<file path="config.mk">
export PLATFORM = sky130hd
export DESIGN_NAME = p2s_framed_serializer
export DESIGN_NICKNAME = d
export VERILOG_FILES = /design/src/rtl/p2s_pkg.sv /design/src/rtl/p2s_frame_counter.sv /design/src/rtl/p2s_framed_serializer.sv
export SDC_FILE = /design/constraint.sdc
export NUM_CORES = 1
export LEC_CHECK = 0
export ABC_CLOCK_PERIOD_IN_PS = 4750
export CAP_MARGIN = 20
export CORE_AREA = 5 5 50 52
export DETAILED_ROUTE_END_ITERATION = 6
export DIE_AREA = 0 0 55 57
export PLACE_DENSITY = 0.83
export SLEW_MARGIN = 10
export SYNTH_ARGS = -nofsm -noshare
export SYNTH_HDL_FRONTEND = slang
export SYNTH_SLANG_ARGS = --single-unit
</file>
<file path="constraint.sdc">
create_clock -name clk -period 4.75 [get_ports clk]
set_clock_uncertainty 0.15 [all_clocks]
set_input_delay 0.95 -clock clk [delete_from_list [all_inputs] [get_ports clk]]
set_output_delay 0.95 -clock clk [all_outputs]
set_load 0.05 [all_outputs]
</file>
<file path="src/rtl/p2s_pkg.sv">
// Shared types and helpers for the framed parallel-to-serial stage.
package p2s_pkg;

    // Controller states: nothing loaded, or a word is being shifted out.
    typedef enum logic {
        IDLE  = 1'b0,
        SHIFT = 1'b1
    } state_e;

    // Widest word the parity helper reduces over; narrower words are zero-extended.
    localparam int unsigned PAR_MAX_W = 64;

    // Parity bit for a word; zero-extension does not change the XOR reduction.
    function automatic logic calc_parity(input logic [PAR_MAX_W-1:0] data, input logic odd);
        return (^data) ^ odd;
    endfunction

    // Serial bits per word: data bits plus the optional parity bit.
    function automatic int unsigned calc_nb(input int unsigned data_w, input bit parity_en);
        return data_w + (parity_en ? 32'd1 : 32'd0);
    endfunction

endpackage

</file>
<file path="src/rtl/p2s_frame_counter.sv">
// Word index within a frame, wrapping at FRAME_LEN, plus a registered last-word flag.
module p2s_frame_counter #(
    parameter int unsigned FRAME_LEN = 16,
    parameter int unsigned CNT_W     = $clog2(FRAME_LEN + 1)
) (
    input  logic             clk,
    input  logic             reset,
    input  logic             advance_i,
    output logic [CNT_W-1:0] word_count_o,
    output logic             last_word_o
);

    localparam logic [CNT_W-1:0] CNT_LAST = CNT_W'(FRAME_LEN - 1);

    logic [CNT_W-1:0] word_count_q, word_count_d;
    logic             last_word_q, last_word_d;

    // Next word index: advance once per completed word, wrap after the final word.
    always_comb begin
        word_count_d = word_count_q;
        if (advance_i) begin
            word_count_d = last_word_q ? '0 : word_count_q + CNT_W'(1);
        end
        last_word_d = (word_count_d == CNT_LAST);
    end

    // Counter and flag registers; reset abandons any partial frame.
    always_ff @(posedge clk) begin
        if (reset) begin
            word_count_q <= '0;
            last_word_q  <= (FRAME_LEN == 1);
        end else begin
            word_count_q <= word_count_d;
            last_word_q  <= last_word_d;
        end
    end

    assign word_count_o = word_count_q;
    assign last_word_o  = last_word_q;

endmodule

</file>
<file path="src/rtl/p2s_framed_serializer.sv">
// Parallel-to-serial converter with selectable bit order, optional parity and frame marking.
module p2s_framed_serializer
    import p2s_pkg::*;
#(
    parameter int unsigned DATA_W     = 8,
    parameter bit          MSB_FIRST  = 1'b1,
    parameter bit          PARITY_EN  = 1'b0,
    parameter bit          PARITY_ODD = 1'b0,
    parameter int unsigned FRAME_LEN  = 16,
    parameter int unsigned CNT_W      = $clog2(FRAME_LEN + 1)
) (
    input  logic              clk,
    input  logic              reset,
    input  logic [DATA_W-1:0] parallel_data,
    input  logic              parallel_valid,
    output logic              parallel_ready_out,
    output logic              serial_data,
    output logic              serial_valid,
    input  logic              serial_ready_in,
    output logic              serial_last,
    output logic [CNT_W-1:0]  word_count,
    output logic              busy
);

    localparam int unsigned      NB      = calc_nb(DATA_W, PARITY_EN);
    localparam int unsigned      BC_W    = $clog2(NB);
    localparam logic [BC_W-1:0]  BC_LAST = BC_W'(NB - 1);

    state_e            state_q, state_d;
    logic [BC_W-1:0]   bit_cnt_q, bit_cnt_d;
    logic [NB-1:0]     shreg_q, shreg_d;
    logic [DATA_W-1:0] data_ord_c;
    logic [NB-1:0]     load_c;
    logic              on_last_c;
    logic              accept_c;
    logic              word_done_c;
    logic              last_word_c;

    // The shifter always emits from its MSB, so LSB-first words are bit-reversed at load.
    if (MSB_FIRST) begin : g_msb
        assign data_ord_c = parallel_data;
    end else begin : g_lsb
        always_comb begin
            data_ord_c = '0;
            for (int i = 0; i < int'(DATA_W); i++) begin
                data_ord_c[i] = parallel_data[DATA_W-1-i];
            end
        end
    end

    // Parity, when enabled, trails the data bits in the shift register.
    if (PARITY_EN) begin : g_par
        logic par_c;
        assign par_c  = calc_parity(PAR_MAX_W'(parallel_data), PARITY_ODD);
        assign load_c = {data_ord_c, par_c};
    end else begin : g_nopar
        assign load_c = data_ord_c;
    end

    assign on_last_c          = (bit_cnt_q == BC_LAST);
    assign parallel_ready_out = !reset && ((state_q == IDLE) || (on_last_c && serial_ready_in));
    assign accept_c           = parallel_valid && parallel_ready_out;
    assign word_done_c        = (state_q == SHIFT) && on_last_c && serial_ready_in;

    // Next state: load on accept, otherwise shift on each consumed bit until the word ends.
    always_comb begin
        state_d   = state_q;
        bit_cnt_d = bit_cnt_q;
        shreg_d   = shreg_q;
        if (accept_c) begin
            state_d   = SHIFT;
            bit_cnt_d = '0;
            shreg_d   = load_c;
        end else if ((state_q == SHIFT) && serial_ready_in) begin
            if (on_last_c) begin
                state_d = IDLE;
            end else begin
                bit_cnt_d = bit_cnt_q + BC_W'(1);
                shreg_d   = {shreg_q[NB-2:0], 1'b0};
            end
        end
    end

    // State, bit counter and shift register.
    always_ff @(posedge clk) begin
        if (reset) begin
            state_q   <= IDLE;
            bit_cnt_q <= '0;
            shreg_q   <= '0;
        end else begin
            state_q   <= state_d;
            bit_cnt_q <= bit_cnt_d;
            shreg_q   <= shreg_d;
        end
    end

    p2s_frame_counter #(
        .FRAME_LEN (FRAME_LEN),
        .CNT_W     (CNT_W)
    ) u_frame_counter (
        .clk          (clk),
        .reset        (reset),
        .advance_i    (word_done_c),
        .word_count_o (word_count),
        .last_word_o  (last_word_c)
    );

    assign serial_valid = (state_q == SHIFT);
    assign serial_data  = shreg_q[NB-1];
    assign serial_last  = serial_valid && on_last_c && last_word_c;
    assign busy         = serial_valid;

endmodule

</file>
==> results of run 1 <==
-- final cells by class --
class,instances,share of cell area (%)
Inverter,3,1.00
Multi-Input combinational cell,73,41.1
Sequential cell,18,32.1
Timing Repair Buffer,22,19.4
Tap cell,28,3.12
Clock buffer,4,3.23
-- routing by layer --
metal  vias up  GRT usage, %
met5         -             0
met4         0          5.21
met3         2          3.66
met2        17          20.9
met1       352          15.4
li1        396             -
-- power by group through the flow --
stage | registers [mW] | logic (mW) | clock network (mW)
finish | 0.162 | 0.0474 | 0.0921
global route | 0.163 | 0.0512 | 0.101
CTS | 0.162 | 0.0478 | 0.0941
detailed placement | 0.166 | 0.0477 | 0
global placement | 0.165 | 0.0466 | 0
floorplan | 0.171 | 0.0227 | 0
-- layout by cell type, fill, tap and decap left out, types with 2 or more instances in the layout --
cell             Yosys  final
clkdlybuf4s50_1      0     21
ha_1                 3      3
and2_1               2      2
and3_1               2      2
clkbuf_4             0      3
nand3_1              5      5
a22oi_1              2      2
dfxtp_1             18     18
a21oi_1              4      4
a311oi_1             5      5
inv_1                3      3
mux2i_1              4      4
nor3_1               5      5
nand2_1             13     13
nor2_1              12     12
-- through the flow --
| stage | instance area (µm²) | power, mW | instances | hold slack [ns] |
|---|---|---|---|---|
| after global placement | 1090 | 0.212 | 144 | 0.307 |
| after floorplan | 858 | 0.194 | 99 | 0.298 |
| after detailed placement | 1090 | 0.213 | 144 | 0.316 |
| final | 1120 | 0.302 | 148 | 0.331 |
| after CTS | 1120 | 0.304 | 148 | 0.331 |
| after global routing | 1120 | 0.315 | 148 | 0.360 |
-- final timing paths --
path / cells after the start / startpoint / slack [ns] / to
hold / removal: 2 / shreg_q[6] / 0.33 / shreg_q[6]
hold reg to reg: 2 / shreg_q[6] / 0.33 / shreg_q[6]
setup reg to reg: 6 / bit_cnt_q[0] / 2.57 / shreg_q[3]
setup / recovery: 4 / serial_ready_in / 1.07 / parallel_ready_out
-- tightest hold or removal path, delay by kind of cell, from the launching register on --
kind	cells	cell delay (ns)
DFF	1	0.33
and+or+nand+nor	1	0.06
AOI/OAI and AO/OA	1	0.06
-- flip-flops by register name, indices dropped and copies added, names as in the netlist --
signal,flops
shreg_q,8
u_frame_counter.word_count_o,5
bit_cnt_q,3
busy,1
u_frame_counter.last_word_o,1
-- cells by family (layout without fill, tap and decap cells) --
kind of cell / count (synthesis) / after routing / synth area share (%)
and+or+nand+nor: 46 / 46 / 27.0
AOI/OAI and AO/OA: 18 / 18 / 15.7
DFF: 18 / 18 / 42.0
buffers and inverters: 8 / 29 / 4.23
muxes: 4 / 4 / 4.66
adders and majority gates: 3 / 3 / 4.37
xor gates and xnor gates: 2 / 2 / 2.04
==> metrics.md, run 1 <==
| Metric | Value |
|---|---|
| Slowest stage delay, CP | 0.80 ns |
| Yosys top cell area share | a little over two fifths |
| DR WL/cell | approximately 12 µm |
| CP Cell Sequence | clkdlybuf4s50_1 > a21boi_0 > nor2_1 > clkdlybuf4s50_1 |
| Clock root buffer | clkbuf_4 |
| Final worst setup slack | around 1.1 ns |
| Crit path kind | primary input to output port |
| Lkg Pwr | between 0.4 and 0.5 nW |
| RePlAce Congestion | approximately 0.7 |
| CTS resizes | 0 |
| Synth Flop Type | dfxtp_1 |
| Tmin final | 3.68 ns |
| Fillcell total | ~190 |
| Final Hold Fails | 0 |
| Chip Height | 57 µm |
| Final slew viol count | 0 |
| Cell Area, Synth | roughly 860 µm² |
| Slew headroom | between 60% and 70% |
| Clk slew on worst S/H paths | 0.10 ns |
| Worst Path Arrival | about 2.6 ns |
| Pre-antenna DRT Iters | 4 |
| Synthesis-to-finish area growth | 30.8% |
| Clock Sinks | 18 |
| IO buf count | 21 |
| CTS buffer count | 3 |
| Worst min-delay path class | flop to flop |
| Fraction of layout cells with a size suffix above 1 | about 7.5% |
| CP max stage cell | clkdlybuf4s50_1 |
| # IOs | 22 |
| Largest cells by area after synthesis | dfxtp_1 42%, nand2_1 5.7%, nor2_1 5.2%, a311oi_1 5.1%, mux2i_1 4.7% |
| Post-DP HPWL | about 1.4 mm |
| Area of the multi-input gates | approximately 460 µm² |
| Synth cell types | 32 |
| Count leader, synth | dfxtp_1 |
| Vias post-DR | 767 |
| Vias in the first global route | 732 |
| Die area | 3140 µm² |
| Number of synthesized register bits | 18 |
| Final core occ | between 50 and 60% |
| Reg power frac | between 50% and 60% |
| Skew-Pair Late Insertion Delay | between 0.2 and 0.3 ns |
| Synth top cells by count | 18 x dfxtp_1, 13 x nand2_1, 12 x nor2_1 |
| Setup Fix Bufs, Post-CTS | 0 |
| Inserted Diodes | 0 |
| Peak supply drop | approximately 0.17 mV |
| Share of flip-flops with an asynchronous set or reset | 0% |
| Global Route Usage Sum | between 10% and 20% |
| First-pass GRT wire length | 3.03 mm |
| Met3 wire len | approximately 99 µm |
| Die X | about 55 µm |
| CTS Hold Bufs | 0 |
| CTS tree | built |
| DR vias/cell | 5.18 |
| Setup crit end kind | output port |
| DRC viols | 0 |
| Syn. warnings | 0 |
| DR iter-0 viols | 9 |
| Syn nets | 114 |
| Overflow after GRT | 0 |
| Initial antenna violation count | 0 |
| Sw Pwr | ~77 µW |
| Drt total wl | around 1.8 mm |
| WP buf/inv | 2 |
| Htree depth | 1 |
| Power share of the combinational group | between 10% and 20% |
| Register cell area after layout | approximately 360 µm² |
| CP delay by family, top | buffers and inverters |
| Met1 Routed Length | between 700 and 800 µm |
| Pre-CTS setup slack | ~1.0 ns |
| Leading area contributor after synthesis | dfxtp_1 |
| Final ANT Viol Nets | 0 |
| RSZ-0062 raised after global routing | false |
| Crit-path max FO | 4 |
| Initial Util | 41.6% |
| CP most frequent cell | clkdlybuf4s50_1 |
| Pwr/cell area | 269 nW/µm² |
| Setup TNS | 0 ns |
| Setup crit start kind | primary input |
| Sequential element share of the synthesized area | about two fifths |
| Mapped Cells | 99 |
| Post-route clock period utilization | roughly 77% |
| Worst-Margin Slew | around 0.53 ns |
| Clk pwr share | 30.5% |
| Row cnt | 17 |
| DR top layer | met4 |
| Post-synth EDFFs | 0 |
| Setup violations, final | 0 |
| Post-Syn Area per Cell | 8.67 µm² |
| Max clock buf depth | 2 |
| Max cap viols | 0 |
| Status | finished clean |
| Int Pwr | between 200 and 250 µW |
| Core area | around 2100 µm² |
| Sw frac | approximately 25% |
| Largest net degree at the start of global routing | 19 |
| FMAX | between 0.2 and 0.3 GHz |
| Nets@finish | between 100 and 150 |
| Metal2 WL | between 800 and 900 µm |
| Worst Path Required | around 3.7 ns |
(Power assumes the default switching activity.)
==> inputs of run 2 (changes only) <==
- ABC_CLOCK_PERIOD_IN_PS: 4750 -> 3550
- clock period: 4.75 -> 3.55 ns (I/O delays scaled with it)
==> run 2 against run 1 <==
Compared with the run above: largest cell class unchanged; highest routed layer unchanged; largest power group unchanged; die area unchanged; setup slack got worse by 0.43 ns; non-clock buffer count stayed put; final cell count unchanged; flip-flop and latch count unchanged; global-route usage shrank 0.25 points; cell area down 0.22%; combinational power up 33%; critical path depth unchanged.
==> metrics.md, run 2 (synthesis results as in run 1) <==
| Metric | Value |
|---|---|
| Htree depth | 1 |
| Crit path kind | flop to output port |
| CTS resizes | 0 |
| Area of the multi-input gates | 462 µm² |
| Post-route clock period utilization | 82.1% |
| Setup Fix Bufs, Post-CTS | 0 |
| Largest net degree at the start of global routing | 15 |
| Worst Path Arrival | 2.05 ns |
| # IOs | 22 |
| Die X | about 55 µm |
| Initial Util | a little over two fifths |
| Overflow after GRT | 0 |
| Lkg Pwr | around 0.44 nW |
| Post-DP HPWL | around 1.4 mm |
| Max cap viols | 0 |
| Core area | between 2000 and 2500 µm² |
| Most frequent cells in the layout | 20 x clkdlybuf4s50_1, 18 x dfxtp_1, 13 x nand2_1 |
| CTS buffer count | 3 |
| Row cnt | 17 |
| Fillcell total | 200 |
| Nets@finish | between 100 and 150 |
| RSZ-0062 raised after global routing | false |
| IO buf count | 21 |
| Worst-Margin Slew | roughly 0.52 ns |
| Power Total | ~400 µW |
| CTS Hold Bufs | 0 |
| Setup TNS | 0 ns |
| Worst min-delay path class | flop to flop |
| Global Route Usage Sum | 12.6% |
| Skew-Pair Late Insertion Delay | a little under 0.3 ns |
| Fraction of layout cells with a size suffix above 1 | under 10% |
| DR WL/cell | 12.2 µm |
| CTS tree | built |
| Vias in the first global route | between 700 and 800 |
| Final hold slack | roughly 0.33 ns |
| Max clock buf depth | 2 |
| Final slew viol count | 0 |
| Clk slew on worst S/H paths | 0.10 ns |
| Worst Path Required | roughly 2.7 ns |
| Setup crit start kind | flop |
| DR vias/cell | between 5 and 6 |
| Chip Height | around 57 µm |
| Final ANT Viol Nets | 0 |
| Crit-path max FO | 5 |
| Pwr/cell area | between 300 and 400 nW/µm² |
| Biggest register | shreg_q |
| DRC viols | 0 |
| Max reg flops | 8 |
| Register cell area after layout | 360 µm² |
| Tmin final | 2.91 ns |
| Clock root buffer | clkbuf_4 |
| Setup crit end kind | output port |
| Setup violations, final | 0 |
| Synthesis-to-finish area growth | 30.5% |
| Clock Sinks | 18 |
| Pre-antenna DRT Iters | 4 |
| DR iter-0 viols | 14 |
| Slew headroom | approximately 65% |
| FMAX | about 0.34 GHz |
| Most common cell after layout, fill and taps aside | clkdlybuf4s50_1 |
| Vias post-DR | just under 800 |
| Drt total wl | 1.81 mm |
| Initial antenna violation count | 0 |
| Peak supply drop | roughly 0.25 mV |
| Inserted Diodes | 0 |
| First-pass GRT wire length | 2.96 mm |
| RePlAce Congestion | 0.724 |
| Status | finished clean |
| Final Hold Fails | 0 |
| Die area | roughly 3100 µm² |
[run 2: final timing paths]
check                             startpoint     endpoint  slack [ns]  cells after the start
worst max-delay path            bit_cnt_q[0]  serial_last        0.64                      4
worst min-delay path              shreg_q[6]   shreg_q[6]        0.33                      2
worst max register to register  bit_cnt_q[0]   shreg_q[4]        1.37                      6
worst min register to register    shreg_q[6]   shreg_q[6]        0.33                      2
[run 2: cell type report]
class                           count  share of cell area, %
Multi-Input combinational cell     73                   41.2
Sequential cell                    18                   32.2
Timing Repair Buffer               22                   19.2
Clock buffer                        4                   3.24
Tap cell                           28                   3.13
Inverter                            3                   1.01
[run 2: where the power goes]
part	total [mW]	internal [mW]	switching, mW
combinational	0.0631	0.0278	0.0354
sequential	0.217	0.210	0.00646
clock	0.123	0.0625	0.0610
total	0.403	0.301	0.103
[run 2: metrics by stage]
stage,util (%),area [µm²],setup WS [ns],std cells
finish,54.3,1120,0.636,148
global route,54.3,1120,0.563,148
CTS,54.3,1120,0.618,148
detailed placement,52.5,1080,0.935,144
global placement,52.5,1080,0.989,144
floorplan,-,858,0.931,99
[run 2: critical path: stages, from the launching register on]
cell	delay, ns
dfxtp_1	0.36
ha_1	0.16
ha_1	0.25
and3_2	0.20
clkdlybuf4s50_1	0.79
[run 2: metal layers]
| metal | vias to the layer above | wire length, µm | global-route usage, % |
|---|---|---|---|
| met5 | - | 0 | 0 |
| met2 | 14 | 895 | 20.4 |
| met4 | 0 | 28 | 6.25 |
| met1 | 356 | 823 | 15.4 |
| li1 | 397 | - | - |
| met3 | 4 | 63 | 2.35 |
